--- src/rtl/vga_scaled_scanout_if.sv ---
// Bundle between the scan-out engine and its memory, pixel sources and DAC pins.
// master = scan-out engine, slave = surrounding frame memory / sources / pins.
interface vga_scaled_scanout_if #(
    parameter int COLOR_WIDTH = 4,
    parameter int ADDR_W      = 19
);
    logic [1:0]               iScale;
    logic [1:0]               iSrcSel;
    logic [3*COLOR_WIDTH-1:0] iMemData;
    logic [3*COLOR_WIDTH-1:0] iAltRGB;
    logic [ADDR_W-1:0]        oAddr;
    logic                     oHS;
    logic                     oVS;
    logic                     oBLANK_n;
    logic [COLOR_WIDTH-1:0]   oR;
    logic [COLOR_WIDTH-1:0]   oG;
    logic [COLOR_WIDTH-1:0]   oB;
    logic                     oFrameStart;

    modport master (
        input  iScale, iSrcSel, iMemData, iAltRGB,
        output oAddr, oHS, oVS, oBLANK_n, oR, oG, oB, oFrameStart
    );

    modport slave (
        output iScale, iSrcSel, iMemData, iAltRGB,
        input  oAddr, oHS, oVS, oBLANK_n, oR, oG, oB, oFrameStart
    );
endinterface

--- src/rtl/vga_scaled_scanout.sv ---
// Parametrised VGA scan-out: timing counters, scaled frame-buffer addressing, source mux and
// latency-matched sync/blank/RGB. Define VGA_TESTBARS_EN to add colour bars on source 2.
module vga_scaled_scanout #(
    parameter int H_ACTIVE    = 640,
    parameter int H_FP        = 16,
    parameter int H_SYNC      = 96,
    parameter int H_BP        = 48,
    parameter int V_ACTIVE    = 480,
    parameter int V_FP        = 10,
    parameter int V_SYNC      = 2,
    parameter int V_BP        = 33,
    parameter bit HS_POL      = 1'b0,
    parameter bit VS_POL      = 1'b0,
    parameter int COLOR_WIDTH = 4,
    parameter int ADDR_W      = 19,
    parameter int MEM_LAT     = 1
) (
    input logic                  iVGA_CLK,
    input logic                  iRST_n,
    vga_scaled_scanout_if.master bus
);
    localparam int H_TOTAL = H_ACTIVE + H_FP + H_SYNC + H_BP;
    localparam int V_TOTAL = V_ACTIVE + V_FP + V_SYNC + V_BP;
    localparam int HW      = $clog2(H_TOTAL);
    localparam int VW      = $clog2(V_TOTAL);
    localparam int CW      = COLOR_WIDTH;

    localparam logic [HW-1:0]     H_LAST  = HW'(H_TOTAL - 1);
    localparam logic [HW-1:0]     H_ACT   = HW'(H_ACTIVE);
    localparam logic [HW-1:0]     HS_BEG  = HW'(H_ACTIVE + H_FP);
    localparam logic [HW-1:0]     HS_END  = HW'(H_ACTIVE + H_FP + H_SYNC);
    localparam logic [VW-1:0]     V_LAST  = VW'(V_TOTAL - 1);
    localparam logic [VW-1:0]     V_ACT   = VW'(V_ACTIVE);
    localparam logic [VW-1:0]     VS_BEG  = VW'(V_ACTIVE + V_FP);
    localparam logic [VW-1:0]     VS_END  = VW'(V_ACTIVE + V_FP + V_SYNC);
    localparam logic [ADDR_W-1:0] H_ACT_A = ADDR_W'(H_ACTIVE);

    typedef struct packed {
        logic       vis;
        logic       hs;
        logic       vs;
        logic       fs;
`ifdef VGA_TESTBARS_EN
        logic [2:0] bar;
`endif
    } stage_t;

    logic [HW-1:0]     h_q, h_d;
    logic [VW-1:0]     v_q, v_d;
    logic [ADDR_W-1:0] row_base_q, row_base_d;
    logic [ADDR_W-1:0] addr_q, addr_d;
    logic [ADDR_W:0]   addr_sum;
    logic [ADDR_W-1:0] stride;
    logic [VW-1:0]     row_mask;
    logic [1:0]        scale_q, sel_q, scale_cur;
    logic              frame_start, vis_d;

    stage_t            cur_stage;
    stage_t            pipe_q [MEM_LAT];
    stage_t            last_stage;
    logic [3*CW-1:0]   src_rgb, rgb_q;
    logic              hs_q, vs_q, blank_n_q, fs_q;

    // The scale used for the step out of (0,0) is the value being latched on that same edge.
    always_comb begin
        frame_start = (h_q == '0) && (v_q == '0);
        scale_cur   = frame_start ? bus.iScale : scale_q;
        row_mask    = ~({VW{1'b1}} << scale_cur);
        stride      = H_ACT_A >> scale_cur;
        h_d         = h_q + 1'b1;
        v_d         = v_q;
        row_base_d  = row_base_q;
        if (h_q == H_LAST) begin
            h_d = '0;
            v_d = (v_q == V_LAST) ? '0 : v_q + 1'b1;
            if ((v_q < V_ACT) && ((v_q & row_mask) == row_mask)) begin
                row_base_d = row_base_q + stride;
            end
        end
        if ((h_d == '0) && (v_d == '0)) begin
            row_base_d = '0;
        end
        vis_d    = (h_d < H_ACT) && (v_d < V_ACT);
        addr_sum = {1'b0, row_base_d} + {1'b0, ADDR_W'(h_d >> scale_cur)};
        addr_d   = vis_d ? addr_sum[ADDR_W-1:0] : addr_q;
    end

`ifdef VGA_TESTBARS_EN
    localparam int BAR_W = H_ACTIVE / 8;
    logic [6:0]      bar_ge;
    logic [2:0]      bar_idx;
    logic [3*CW-1:0] bar_rgb;

    // Thermometer of bar boundaries; its population count is the bar index.
    for (genvar gi = 1; gi < 8; gi++) begin : g_bar
        assign bar_ge[gi-1] = (h_q >= HW'(gi * BAR_W));
    end

    always_comb begin
        bar_idx = '0;
        for (int k = 0; k < 7; k++) begin
            bar_idx = bar_idx + {2'b00, bar_ge[k]};
        end
    end

    assign bar_rgb = {{CW{~last_stage.bar[0]}}, {CW{~last_stage.bar[2]}}, {CW{~last_stage.bar[1]}}};
`endif

    always_comb begin
        cur_stage     = '0;
        cur_stage.vis = (h_q < H_ACT) && (v_q < V_ACT);
        cur_stage.hs  = (h_q >= HS_BEG) && (h_q < HS_END);
        cur_stage.vs  = (v_q >= VS_BEG) && (v_q < VS_END);
        cur_stage.fs  = frame_start;
`ifdef VGA_TESTBARS_EN
        cur_stage.bar = bar_idx;
`endif
    end

    assign last_stage = pipe_q[MEM_LAT-1];

    always_comb begin
        src_rgb = '0;
        case (sel_q)
            2'd0:    src_rgb = bus.iMemData;
            2'd1:    src_rgb = bus.iAltRGB;
`ifdef VGA_TESTBARS_EN
            2'd2:    src_rgb = bar_rgb;
`endif
            default: src_rgb = '0;
        endcase
    end

    always_ff @(posedge iVGA_CLK or negedge iRST_n) begin
        if (!iRST_n) begin
            h_q        <= '0;
            v_q        <= '0;
            row_base_q <= '0;
            addr_q     <= '0;
            scale_q    <= '0;
            sel_q      <= '0;
            for (int k = 0; k < MEM_LAT; k++) begin
                pipe_q[k] <= '0;
            end
            hs_q      <= ~HS_POL;
            vs_q      <= ~VS_POL;
            blank_n_q <= 1'b0;
            fs_q      <= 1'b0;
            rgb_q     <= '0;
        end else begin
            h_q        <= h_d;
            v_q        <= v_d;
            row_base_q <= row_base_d;
            addr_q     <= addr_d;
            if (frame_start) begin
                scale_q <= bus.iScale;
                sel_q   <= bus.iSrcSel;
            end
            pipe_q[0] <= cur_stage;
            for (int k = 1; k < MEM_LAT; k++) begin
                pipe_q[k] <= pipe_q[k-1];
            end
            hs_q      <= last_stage.hs ? HS_POL : ~HS_POL;
            vs_q      <= last_stage.vs ? VS_POL : ~VS_POL;
            blank_n_q <= last_stage.vis;
            fs_q      <= last_stage.fs;
            rgb_q     <= last_stage.vis ? src_rgb : '0;
        end
    end

    // An address that does not fit ADDR_W means the parameter set is inconsistent.
    always_ff @(posedge iVGA_CLK) begin
        if (iRST_n && vis_d) begin
            assert (!addr_sum[ADDR_W]);
        end
    end

    assign bus.oAddr       = addr_q;
    assign bus.oHS         = hs_q;
    assign bus.oVS         = vs_q;
    assign bus.oBLANK_n    = blank_n_q;
    assign bus.oFrameStart = fs_q;
    assign bus.oR          = rgb_q[CW-1:0];
    assign bus.oG          = rgb_q[2*CW-1:CW];
    assign bus.oB          = rgb_q[3*CW-1:2*CW];
endmodule

--- src/flat_wrapper.sv ---
// flat-port wrapper written by rule: the top's interface ports become plain ports
module vga_scaled_scanout_flat 
#(
    parameter int H_ACTIVE    = 640,
    parameter int H_FP        = 16,
    parameter int H_SYNC      = 96,
    parameter int H_BP        = 48,
    parameter int V_ACTIVE    = 480,
    parameter int V_FP        = 10,
    parameter int V_SYNC      = 2,
    parameter int V_BP        = 33,
    parameter bit HS_POL      = 1'b0,
    parameter bit VS_POL      = 1'b0,
    parameter int COLOR_WIDTH = 4,
    parameter int ADDR_W      = 19,
    parameter int MEM_LAT     = 1
)
  (iVGA_CLK, iRST_n, bus_iScale, bus_iSrcSel, bus_iMemData, bus_iAltRGB, bus_oAddr, bus_oHS, bus_oVS, bus_oBLANK_n, bus_oR, bus_oG, bus_oB, bus_oFrameStart);
  vga_scaled_scanout_if #(.COLOR_WIDTH(COLOR_WIDTH), .ADDR_W(ADDR_W)) bus_i ();
  input logic iVGA_CLK;
  input logic iRST_n;
  input wire logic [$bits(bus_i.iScale)-1:0] bus_iScale;
  input wire logic [$bits(bus_i.iSrcSel)-1:0] bus_iSrcSel;
  input wire logic [$bits(bus_i.iMemData)-1:0] bus_iMemData;
  input wire logic [$bits(bus_i.iAltRGB)-1:0] bus_iAltRGB;
  output wire logic [$bits(bus_i.oAddr)-1:0] bus_oAddr;
  output wire logic [$bits(bus_i.oHS)-1:0] bus_oHS;
  output wire logic [$bits(bus_i.oVS)-1:0] bus_oVS;
  output wire logic [$bits(bus_i.oBLANK_n)-1:0] bus_oBLANK_n;
  output wire logic [$bits(bus_i.oR)-1:0] bus_oR;
  output wire logic [$bits(bus_i.oG)-1:0] bus_oG;
  output wire logic [$bits(bus_i.oB)-1:0] bus_oB;
  output wire logic [$bits(bus_i.oFrameStart)-1:0] bus_oFrameStart;
  assign bus_i.iScale = bus_iScale;
  assign bus_i.iSrcSel = bus_iSrcSel;
  assign bus_i.iMemData = bus_iMemData;
  assign bus_i.iAltRGB = bus_iAltRGB;
  assign bus_oAddr = bus_i.oAddr;
  assign bus_oHS = bus_i.oHS;
  assign bus_oVS = bus_i.oVS;
  assign bus_oBLANK_n = bus_i.oBLANK_n;
  assign bus_oR = bus_i.oR;
  assign bus_oG = bus_i.oG;
  assign bus_oB = bus_i.oB;
  assign bus_oFrameStart = bus_i.oFrameStart;
  vga_scaled_scanout #(.H_ACTIVE(H_ACTIVE), .H_FP(H_FP), .H_SYNC(H_SYNC), .H_BP(H_BP), .V_ACTIVE(V_ACTIVE), .V_FP(V_FP), .V_SYNC(V_SYNC), .V_BP(V_BP), .HS_POL(HS_POL), .VS_POL(VS_POL), .COLOR_WIDTH(COLOR_WIDTH), .ADDR_W(ADDR_W), .MEM_LAT(MEM_LAT)) u_core (.iVGA_CLK(iVGA_CLK), .iRST_n(iRST_n), .bus(bus_i));
endmodule
--- config.mk ---
export PLATFORM = sky130hd
export DESIGN_NAME = vga_scaled_scanout_flat
export DESIGN_NICKNAME = d
export VERILOG_FILES = /design/src/rtl/vga_scaled_scanout_if.sv /design/src/rtl/vga_scaled_scanout.sv /design/src/flat_wrapper.sv
export SDC_FILE = /design/constraint.sdc
export NUM_CORES = 1
export LEC_CHECK = 0
export ABC_AREA = 1
export CAP_MARGIN = 20
export CORE_MARGIN = 8
export CORE_UTILIZATION = 51
export DETAILED_ROUTE_END_ITERATION = 6
export MAX_ROUTING_LAYER = met4
export PLACE_DENSITY = 0.77
export RECOVER_POWER = 50
export SYNTH_ARGS = -nofsm -noshare
export SYNTH_HDL_FRONTEND = slang
export SYNTH_SLANG_ARGS = --single-unit
export TNS_END_PERCENT = 1
--- constraint.sdc ---
create_clock -name iVGA_CLK -period 4.3 [get_ports iVGA_CLK]
set_clock_uncertainty 0.05 [all_clocks]
set_input_delay 0.86 -clock iVGA_CLK [delete_from_list [all_inputs] [get_ports iVGA_CLK]]
set_output_delay 0.86 -clock iVGA_CLK [all_outputs]
set_load 0.05 [all_outputs]
# Yosys cells after proc, flatten, opt, wreduce, memory -nomap -nowiden
# Index checks and enable logic that the tools add are counted.
# totals
in_bits,30
output_inout_bits,35
wordCells,59
register_bits,82
# classes
n_reduce_logical,12
mux,11
eq_ne,4
n_addsub,4
magnitude_cmp,8
bitwise_logic,2
shift,3
# ops
operator,count
$mux 19,3
$logic_not 10->1,4
$add 19x19->19,2
$lt 10x10->1 const B,3
$lt 10x9->1 const B,3
$mux 10,3
$pmux 12 s2,1
$add 10x1->10 const B,2
$eq 10x10->1 const B,2
$shr 10x2->19,1
$shr 10x2->19 const A,1
$mux 12,1
$and 10x10->10,1
$eq 10x10->1,1
$ge 10x10->1 const B,1
$ge 10x9->1 const B,1
$not 10->10,1
$shl 10x2->10 const A,1
$logic_and 1x1->1,7
$eq 2x1->1 const B,1
$logic_not 2->1,1
$mux 1,2
$mux 2,1

# Logic depth before layout (Yosys ltp)
# logic_depth
depth_word,12
mapped_depth,34

# Worst setup path before layout
# No wires, ideal clock.
# synth_path
kind,register -> register
start,register u_core.v_q[0]
end,register u_core.addr_q[18] (netlist: u_core.bus.oAddr[18])
path_stages_with_launch,29
period_less_slack_ns,4.573
required_ns,4.131
path_slack_ns,-0.273
t_arrival_ns,4.405
path_cell_list,dfrtp_1 inv_1 ha_1 inv_1 nor2_1 nand2_1 nor2_1 nand4_1 nand2_1 clkbuf_1 buf_1 nor2_1 ha_1 inv_1 fa_1 or2_2 a21oi_1 ha_1 inv_1 o21bai_1 nand3_1 nand2_1 a21oi_1 o21ai_0 nand3_4 nor2_4 nand3_1 nand3_1 nand2_1
# synth_via
elab_chain_cells,12
elab_cells_between_ends,24
cone_classes,3 x add/sub; 2 x order compare; 2 x eq/ne; 3 x shift; 6 x mux; 2 x bitwise; 6 x reduce/logical
# synth_rtl
element,line,text
from (decl),vga_scaled_scanout.sv:49,"logic [VW-1:0] v_q, v_d;"
from (signal assigned),vga_scaled_scanout.sv:152,v_q <= v_d;
"parallel branches: the longest is 10 deep, another holds $add 19x19->19",-,
$mux 19 *,vga_scaled_scanout.sv:80,if ((h_d == '0) && (v_d == '0)) begin
net u_core.row_base_d[5],vga_scaled_scanout.sv:50,"logic [ADDR_W-1:0] row_base_q, row_base_d;"
$add 19x19->19 *,vga_scaled_scanout.sv:84,"addr_sum = {1'b0, row_base_d} + {1'b0, ADDR_W'(h_d >> scale_cur)};"
to (signal assigned),vga_scaled_scanout.sv:154,addr_q <= addr_d;
to (decl),vga_scaled_scanout.sv:51,"logic [ADDR_W-1:0] addr_q, addr_d;"
# Mark *: on every way through the listed nets, which the timed path passes.
# A chain may end at the register's enable or synchronous reset.

# Worst setup path in the final report
# layout_path
start,register u_core.h_q[1]
end,register u_core.addr_q[17] (netlist: u_core.bus.oAddr[17])
# layout_via
elab_chain_cells,12
elab_cells_between_ends,25
cone_classes,3 x add/sub; 2 x order compare; 2 x eq/ne; 3 x shift; 6 x mux; 2 x bitwise; 7 x reduce/logical
# layout_rtl
element,line,text
from (decl),vga_scaled_scanout.sv:48,"logic [HW-1:0] h_q, h_d;"
from (signal assigned),vga_scaled_scanout.sv:136,h_q <= '0;
from (signal assigned),vga_scaled_scanout.sv:151,h_q <= h_d;
"parallel branches: the longest is 10 deep, another holds $add 19x19->19",-,
$mux 19 *,vga_scaled_scanout.sv:80,
net u_core.row_base_d[8],vga_scaled_scanout.sv:50,
$add 19x19->19 *,vga_scaled_scanout.sv:84,
# Marks and branches as above.

==> metrics <==
data required time of the worst path 4.51 ns; total wire length 14,400 um; Post-synth EDFFs 0; synthesized net count 759; CP peak stage delay 0.39 ns; gr ovfl total 0; fin worst setup slack 0.0837 ns; Synth-to-Final Area Change 33.4%; placed wire-length estimate 10,700 um; outcome finished with violations; pre-CTS WS -0.327 ns; WL/cell 14.6 um; largest net degree at the start of global routing 83; die height 117 um; DR pass1 iterations 5; Routed Antenna Nets 0; cell family with most CP delay simple AND/OR/NAND/NOR gates; worst hold start u_core.last_stage[2]; CTS tree built; total power 0.00154 W; R2R depth 30; crit path max fanout 5; Post-Synthesis Cells 707; IO Pins 65; initial antenna violation count 0; CP Buf/Inv Count 4; Hold Crit Class reg -> reg; Mean Syn Cell Area 7.32 um2; Skew-Pair Late Insertion Delay 0.37 ns; cts bufs inserted 9; layout cells sized above 1 20.9%; Hold Fails Final Rpt 0; Clock Sinks 82; Initial Utilization 52.7%; Cell Pwr Density 223 mW/mm2; Final Critical Period 4.22 ns; Crit-path slowest cell dfrtp_1; Hold Slack 0.302 ns; fmax 237 MHz; Final GP Congestion 0.933; number of library cell types mapped by synthesis 42; Crit path top cell by count nand2_1; RSZ-0062 raised after global routing yes; max-slew violation count 34; warnings from Yosys 0; clock-pin slew on the worst setup and hold paths 0.08 ns; Most used DFF post-synth dfrtp_1; Final Cycle Share 98.1%; DR iter-0 viols 350; final core utilization 70.3%; Max-slew headroom -24.2%; Reg2Reg Setup Slack 0.08 ns; cts hold-fix bufs 0; Die ar. 0.0136 mm2; Reg2Reg Launch Point u_core.h_q[1]; first-pass GRT wire length 23,400 um; Worst-Margin Slew 1.86 ns; Core Footprint 0.00982 mm2; Hold Path Stages 1; sequential cell area 0.00206 mm2; internal power consumption 0.00114 W; failing checks max-capacitance violations, max-slew violations; Clock Tree Buf Depth 2; peak supply drop 147 uV; Final #Nets 900; Setup CP Type reg -> reg; Total GRT Usage 22.4%; FP Rows 36; final antenna diode count 0; synthesized flop and latch total 82; Comb power frac 12.3%; worst flop-to-flop path endpoint u_core.bus.oAddr[17]; leak pwr 3.46 nW; switching share of power 25.8%; Multi-input gate area 0.00284 mm2; most frequent cells in the layout 176 x nand2_1, 94 x inv_1, 79 x dfrtp_1; sequential element share of the synthesized area 39.7%; endpoint class of the critical path flip-flop; commonest non-fill, non-tap cell in the layout nand2_1; Max Cap Viol 1; CP Launch Type flip-flop; routed via count 5,190; DRC viols 0; clock power share 36.4%; Vias/cell 5.26; switching power total 0.000398 W; ys async rst share 100%; TNS Setup 0 ns; vias in the first global route 5,121; WHS Endpoint u_core.bus.oHS; FILL cells 843; final setup vio count 0; Crit path arrival time 4.42 ns; I/O Buffers 64; Clk Tree Root Cell clkbuf_8; Die X 117 um; H-tree depth 3; Reg power frac 51.3%; mapped cell area 0.00517 mm2
## logic make-up (layout without fill, tap and decap cells)
logic type                 Yosys count  after routing  synth area share, %
AOI/OAI and AO/OA                   86             86                 8.87
DFF                                 82             82                 39.7
and+or+nand+nor                    381            381                 34.3
adders and majority gates           22             22                 5.61
buffers and inverters              121            267                 8.82
muxes                                1              1                0.193
xor gates and xnor gates            14             14                 2.51
## repair_timing
item / CTS / global route
endpoints found under the setup margin: 1 / 10
gates resized for setup: 0 / 44
pin swaps: 1 / 25
buffers inserted: 0 / 18
## layer usage
metal | GRT usage (%) | vias to the layer above | part of all wire [%] | routed length (um)
met3 | 3.88 | 36 | 5.3 | 755
met2 | 36.9 | 167 | 50 | 7130
met4 | 9.30 | 0 | 2.3 | 329
li1 | - | 2545 | - | -
met1 | 26.6 | 2442 | 43 | 6140
met5 | - | - | 0 | 0
## worst max path at each step
| stage | start | to | slack [ns] | cells after the start |
|---|---|---|---|---|
| 2_1_floorplan | u_core.v_q[0] | u_core.bus.oAddr[17] | 0.02 | 32 |
| 3_5_place_dp | bus_iScale[0] | u_core.bus.oAddr[17] | -0.33 | 25 |
| 5_1_grt | u_core.h_q[1] | u_core.bus.oAddr[17] | -0.23 | 29 |
| 6_report | u_core.h_q[1] | u_core.bus.oAddr[17] | 0.08 | 30 |
| 3_3_place_gp | bus_iScale[0] | u_core.bus.oAddr[17] | -0.20 | 25 |
| 4_1_cts | u_core.v_q[1] | u_core.bus.oAddr[17] | 0.01 | 30 |
## stage by stage
stage                     area, um2  cells
final                          6900    986
after global placement         6400    951
after detailed placement       6400    951
after floorplan                5210    707
after CTS                      6600    967
after global routing           6900    986
## sequential cells by signal (all words and copies together), names as in the netlist
register and cells:
u_core.scale_q 2, u_core.rgb_q 12, u_core.sel_q 2, u_core.bus.oVS 1, u_core.h_q 10, u_core.bus.oHS 1, u_core.bus.oFrameStart 1, u_core.v_q 10
u_core.bus.oAddr 19, u_core.bus.oBLANK_n 1, u_core.last_stage 4, u_core.row_base_q 19
## worst register-to-register path, delay by kind of cell (launching register included)
family / cells / cell delay (ns)
compound gates: 5 / 0.69
fa+ha+maj: 4 / 0.92
buf+inv: 4 / 0.28
flops: 1 / 0.39
simple gates: 17 / 1.80
## power by group through the flow
stage	Combinational (W)	Sequential [W]	Clock [W]
finish	0.000190	0.000791	0.000562
global route	0.000205	0.000792	0.000614
CTS	0.000184	0.000791	0.000576
detailed placement	0.000182	0.000806	0
global placement	0.000179	0.000805	0
floorplan	0.0000467	0.000847	0
## synthesized netlist by cell type, types with 5 or more instances
master    instances  area (um2)
a21oi_1          36         180
clkbuf_1          8        30.0
dfrtp_1          80        2000
ha_1             20         250
inv_1            98         368
inv_2            10        37.5
nand2_1         182         683
nand2_2           8        50.1
nand3_1          63         315
nand4_1          20         125
nor2_1           68         255
nor2_4            7        78.8
nor3_1           12        60.1
o21ai_0          33         165
o21ai_1           6        30.0
xnor2_1           5        43.8
xor2_1            8        70.1
## layout make-up
class / count / share of cell area (%)
multi-input combinational: 504 / 41.1
sequential: 82 / 29.8
timing repair buffer: 141 / 17.9
inverter: 110 / 6.04
tap: 133 / 2.41
clock buffer: 11 / 2.05
clock inverter: 5 / 0.780
Power figures use the tool's default switching activity.
